File: src/rtl/stream_mux_2x1.sv
// stream_mux_2x1: merges two valid/ready source channels onto one registered
// output channel. Sources are picked round-robin. Once a packet starts, the
// mux stays on that source until the word flagged last has been transferred.
// Each output word carries dout_sel, the index of the source it came from.
module stream_mux_2x1 #(
  parameter int WIDTH = 8
) (
  input  logic             clk,
  input  logic             rst_n,
  input  logic [WIDTH-1:0] din0,
  input  logic             din0_valid,
  input  logic             din0_last,
  output logic             din0_ready,
  input  logic [WIDTH-1:0] din1,
  input  logic             din1_valid,
  input  logic             din1_last,
  output logic             din1_ready,
  output logic [WIDTH-1:0] dout,
  output logic             dout_valid,
  output logic             dout_last,
  output logic             dout_sel,
  input  logic             dout_ready
);

  typedef enum logic [1:0] {
    IDLE  = 2'd0,
    LOCK0 = 2'd1,
    LOCK1 = 2'd2
  } state_t;

  state_t           state_q, state_d;
  logic             ptr_q, ptr_d;
  logic [WIDTH-1:0] dout_q, dout_d;
  logic             dout_valid_q, dout_valid_d;
  logic             dout_last_q, dout_last_d;
  logic             dout_sel_q, dout_sel_d;

  logic             grant_vld;
  logic             grant_idx;
  logic             can_load;
  logic             sel_valid;
  logic             sel_last;
  logic [WIDTH-1:0] sel_data;
  logic             xfer;

  // Arbitration: pick the granted source from the FSM state and the valids.
  always_comb begin
    grant_vld = 1'b0;
    grant_idx = 1'b0;
    unique case (state_q)
      IDLE: begin
        if (din0_valid && din1_valid) begin
          grant_vld = 1'b1;
          grant_idx = ptr_q;
        end else if (din0_valid) begin
          grant_vld = 1'b1;
          grant_idx = 1'b0;
        end else if (din1_valid) begin
          grant_vld = 1'b1;
          grant_idx = 1'b1;
        end
      end
      LOCK0: begin
        grant_vld = 1'b1;
        grant_idx = 1'b0;
      end
      LOCK1: begin
        grant_vld = 1'b1;
        grant_idx = 1'b1;
      end
      default: begin
        grant_vld = 1'b0;
        grant_idx = 1'b0;
      end
    endcase
  end

  // Readies and transfer detection for the granted channel.
  always_comb begin
    can_load   = !dout_valid_q || dout_ready;
    sel_valid  = grant_idx ? din1_valid : din0_valid;
    sel_last   = grant_idx ? din1_last  : din0_last;
    sel_data   = grant_idx ? din1       : din0;
    xfer       = can_load && grant_vld && sel_valid;
    din0_ready = can_load && grant_vld && !grant_idx && rst_n;
    din1_ready = can_load && grant_vld &&  grant_idx && rst_n;
  end

  // Next-state logic: load the output register, update the lock and the pointer.
  always_comb begin
    state_d      = state_q;
    ptr_d        = ptr_q;
    dout_d       = dout_q;
    dout_valid_d = dout_valid_q;
    dout_last_d  = dout_last_q;
    dout_sel_d   = dout_sel_q;
    if (xfer) begin
      dout_d       = sel_data;
      dout_last_d  = sel_last;
      dout_sel_d   = grant_idx;
      dout_valid_d = 1'b1;
      if (sel_last) begin
        state_d = IDLE;
        ptr_d   = ~grant_idx;
      end else begin
        state_d = grant_idx ? LOCK1 : LOCK0;
      end
    end else if (dout_ready) begin
      dout_valid_d = 1'b0;
    end
  end

  // State registers with asynchronous active-low reset.
  always_ff @(posedge clk or negedge rst_n) begin
    if (!rst_n) begin
      state_q      <= IDLE;
      ptr_q        <= 1'b0;
      dout_q       <= '0;
      dout_valid_q <= 1'b0;
      dout_last_q  <= 1'b0;
      dout_sel_q   <= 1'b0;
    end else begin
      state_q      <= state_d;
      ptr_q        <= ptr_d;
      dout_q       <= dout_d;
      dout_valid_q <= dout_valid_d;
      dout_last_q  <= dout_last_d;
      dout_sel_q   <= dout_sel_d;
    end
  end

  assign dout       = dout_q;
  assign dout_valid = dout_valid_q;
  assign dout_last  = dout_last_q;
  assign dout_sel   = dout_sel_q;

endmodule

File: config.mk
export PLATFORM = sky130hd
export DESIGN_NAME = stream_mux_2x1
export DESIGN_NICKNAME = d
export VERILOG_FILES = /design/src/rtl/stream_mux_2x1.sv
export SDC_FILE = /design/constraint.sdc
export NUM_CORES = 1
export LEC_CHECK = 0
export ABC_AREA = 1
export BUFFER_PORTS_ARGS = -buffer_cell sky130_fd_sc_hd__buf_2
export CORE_UTILIZATION = 45
export CTS_CLUSTER_DIAMETER = 80
export DETAILED_ROUTE_END_ITERATION = 7
export MAX_ROUTING_LAYER = met4
export PLACE_DENSITY = 0.86
export REMOVE_ABC_BUFFERS = 1
export SETUP_SLACK_MARGIN = 0.02
export SLEW_MARGIN = 20
export SYNTH_ARGS = -nofsm -noshare
export SYNTH_HDL_FRONTEND = slang
export SYNTH_SLANG_ARGS = --single-unit
File: constraint.sdc
create_clock -name clk -period 1.98 [get_ports clk]
set_input_delay 0.198 -clock clk [delete_from_list [all_inputs] [get_ports clk]]
set_output_delay 0.198 -clock clk [all_outputs]
set_load 0.02 [all_outputs]
==> impl_results.md <==
- Multiplexer share of the synthesized area: 0%
- Sequential-to-total area share from yosys stat: approximately 44%
- Peak Freq: ~560 MHz
- # clock sinks: 14
- Post-Synth Simple-Gate Area: 40.6%
- Die Ht: 43.9 um
- Num rows: 14
- DR top layer: met4
- Reg2Reg Launch Point: state_q[1]
- CTS tree: done
- Min-delay src: dout_ready
- Crit path time final: 1.80 ns
- Drt pass-1 iters: 6
- WP data required: 1.78 ns
- Global-route wire length before repair: 2910 um
- P_int: 0.000861 W
- Vias/cell: 4.98
- Area delta synth->final: 31.9%
- CP startpoint kind: flip-flop
- Via count: just over 800
- P_sw: 0.000803 W
- Synth async-reset ratio: 100%
- Most used DFF post-synth: dfrtp_1
- Setup ws final: between 0.15 and 0.2 ns
- Clock share of power: 12.1%
- Port bufs: 35
- Compound-cell area share of the yosys netlist: 2.86%
- Total GRT Usage: between 20 and 25%
- Least-Margin Pin Slew: 0.307 ns
- Metal3 WL: 61 um
- CP max-delay cell: dfrtp_1
- Rel. slew slack: 79.5%
- Synth area leader: dfrtp_1
- YS warnings: 0
- Hold slack: 0.0943 ns
- Wirelength, routed: 1720 um
- Ranking of synthesized cells by area: dfrtp_1 (44%), nand2_1 (30%), ha_1 (4.8%)
- Synthesized area: approximately 800 um2
- CTS clk-pin slew, worst paths: 0.08 ns
- Clk Latency, worst-skew pair: 0.28 ns
- Delay of the slowest critical-path stage: approximately 0.43 ns
- Combinational Power Share: 58.2%
- Switching part of the total power: 48.3%
- Post-synth top area share: 44.4%
- Area of the multi-input gates: 394 um2
- Crit Path Class: flip-flop to output port
- Number of global-route vias before repair: 718
- Initial core utilization: 50.0%
- Die X: about 44 um
- Post-synthesis cell type count: 17
- Synth Register Bits: 14
- Fill cells: 126
- Worst Path Arrival: roughly 1.6 ns
- Fin. Hold Viols: 0
- PD cells: 1600 nW/um2
- Die area: 1920 um2
- Max Cap Viol: 0
- DRT antenna net count: 0
- Largest family of logic cells by synthesized area: simple AND/OR/NAND/NOR gates
- Syn Area/Cell: 7.17 um2
- CP endpoint kind: output port
- Gpl congestion: 0.790
- Crit path max fanout: 4
- Sequential Power Share: 29.7%
- Post-DP HPWL: 1340 um
- Total grt overflow: 0
- CTS Buf Count: 3
- DRC: 0
- CTS max path bufs: 2
- EDFF count, synth: 0
- Final setup violation count: 0
- IO Pins: 36
- Crit-path most repeated cell: inv_1
- Synth Area in Adders: 4.76%
- Largest net degree at the start of global routing: 16
- Most instantiated cells after synthesis: nand2_1 (63), dfrtp_1 (14), inv_1 (8)
- Root buffer cell: clkbuf_4
- Initial antenna violation count: 0
- Core area: 1580 um2
- Worst vdd ir: ~0.84 mV
- Buf/Inv on CP: 4
- Register area: 350 um2
- CP Launch Point: state_q[1]
- DRT iter0 DRCs: 19
- Crit path cell chain: inv_1, ha_2, nand2_1, inv_1, nand2_2, nand2_4, inv_1, nor4_2, buf_4
- Max-slew violations: 0
- Setup Skew: around 0.0073 ns
- WL per Instance: between 10 and 15 um
- Share of layout cells above drive strength 1: about a third
- Routed wl met2: 855 um
- RSZ-0062 raised after global routing: no
- Static Leak: 0.644 nW
- Htree depth: 1
- Fin nets: 176
- Wl on met1: 784 um
- Status: complete, no violations
- Final period utilization: 90.8%
- Syn Inst Count: 110
- Synth Area in XOR/XNOR: 0%
- N_diodes: 0
- Setup TNS: 0 ns
- Hold Path Class: input pin to flip-flop
- Most frequent cell after synthesis: nand2_1
- Delay-heaviest family, CP: flip-flops
- DP Worst Slack: 0.271 ns
## through the flow
step	util [%]	total power [W]	area [um2]	std cells
6_report	66.0	0.00166	1040	165
2_1_floorplan	-	0.00115	764	107
3_3_place_gp	61.3	0.00139	967	159
5_1_grt	66.0	0.00182	1040	165
4_1_cts	64.6	0.00165	1020	164
3_5_place_dp	61.3	0.00143	967	159
## registers in the layout (all words and copies together) (netlist names)
register / cells
state_q: 2
dout: 8
dout_sel: 1
dout_valid: 1
dout_last: 1
ptr_q: 1
## final cells by class
type	instances	area share, %
clock buffer	4	3.49
inverter	9	3.25
multi-input combinational	84	37.9
sequential	14	33.7
tap	16	1.93
timing repair buffer	38	19.7
## repair_timing
| action | in CTS | in global routing |
|---|---|---|
| pin swaps | 0 | 1 |
| gates resized for setup | 1 | 5 |
| setup endpoints to repair | 1 | 2 |
| setup buffers | 0 | 1 |
| hold buffers | 1 | 0 |
| endpoints found under the hold margin | 14 | 0 |
## metal layers
layer  vias to the layer above  global-route usage (%)
met4                         0                    6.67
met1                       387                    25.8
met3                         2                    7.50
li1                        415                       -
met2                        18                    33.7
met5                         -                       -
## final timing paths
path	to	slack, ns	depth (start not counted)
setup / recovery	din1_ready	0.18	9
setup reg to reg	dout[0]	0.21	13
max in group asynchronous	dout[2]	1.47	2
hold / removal	dout_valid	0.09	2
hold reg to reg	ptr_q	0.47	2
min in group asynchronous	dout_valid	0.32	2
## kinds of logic (layout without fill, tap and decap cells)
family / count (synthesis) / in the layout
fa+ha+maj: 3 / 3
flops: 14 / 14
simple gates: 77 / 77
compound gates: 4 / 4
buf+inv: 12 / 51
## cell usage in the layout (no fill, tap or decap)
cell	count
nand2_1	63
buf_2	33
dfrtp_1	14
inv_1	7
nand3_1	5
clkbuf_4	4
o21ai_0	3
buf_4	3
inv_2	2
nand2_2	2
nand2_4	2
ha_1	2
o21bai_1	1
nor2_1	1
nor4_1	1
nor4_2	1
nor2_2	1
nand4_1	1
ha_2	1
clkbuf_8	1
dlygate4sd3_1	1
## power by group through the flow
stage	clock network, W	registers, W	logic [W]
4_1_cts	0.000212	0.000493	0.000941
3_5_place_dp	0	0.000497	0.000929
3_3_place_gp	0	0.000496	0.000895
5_1_grt	0.000221	0.000507	0.00110
2_1_floorplan	0	0.000621	0.000524
6_report	0.000202	0.000495	0.000968
Power figures use the tool's default switching activity.
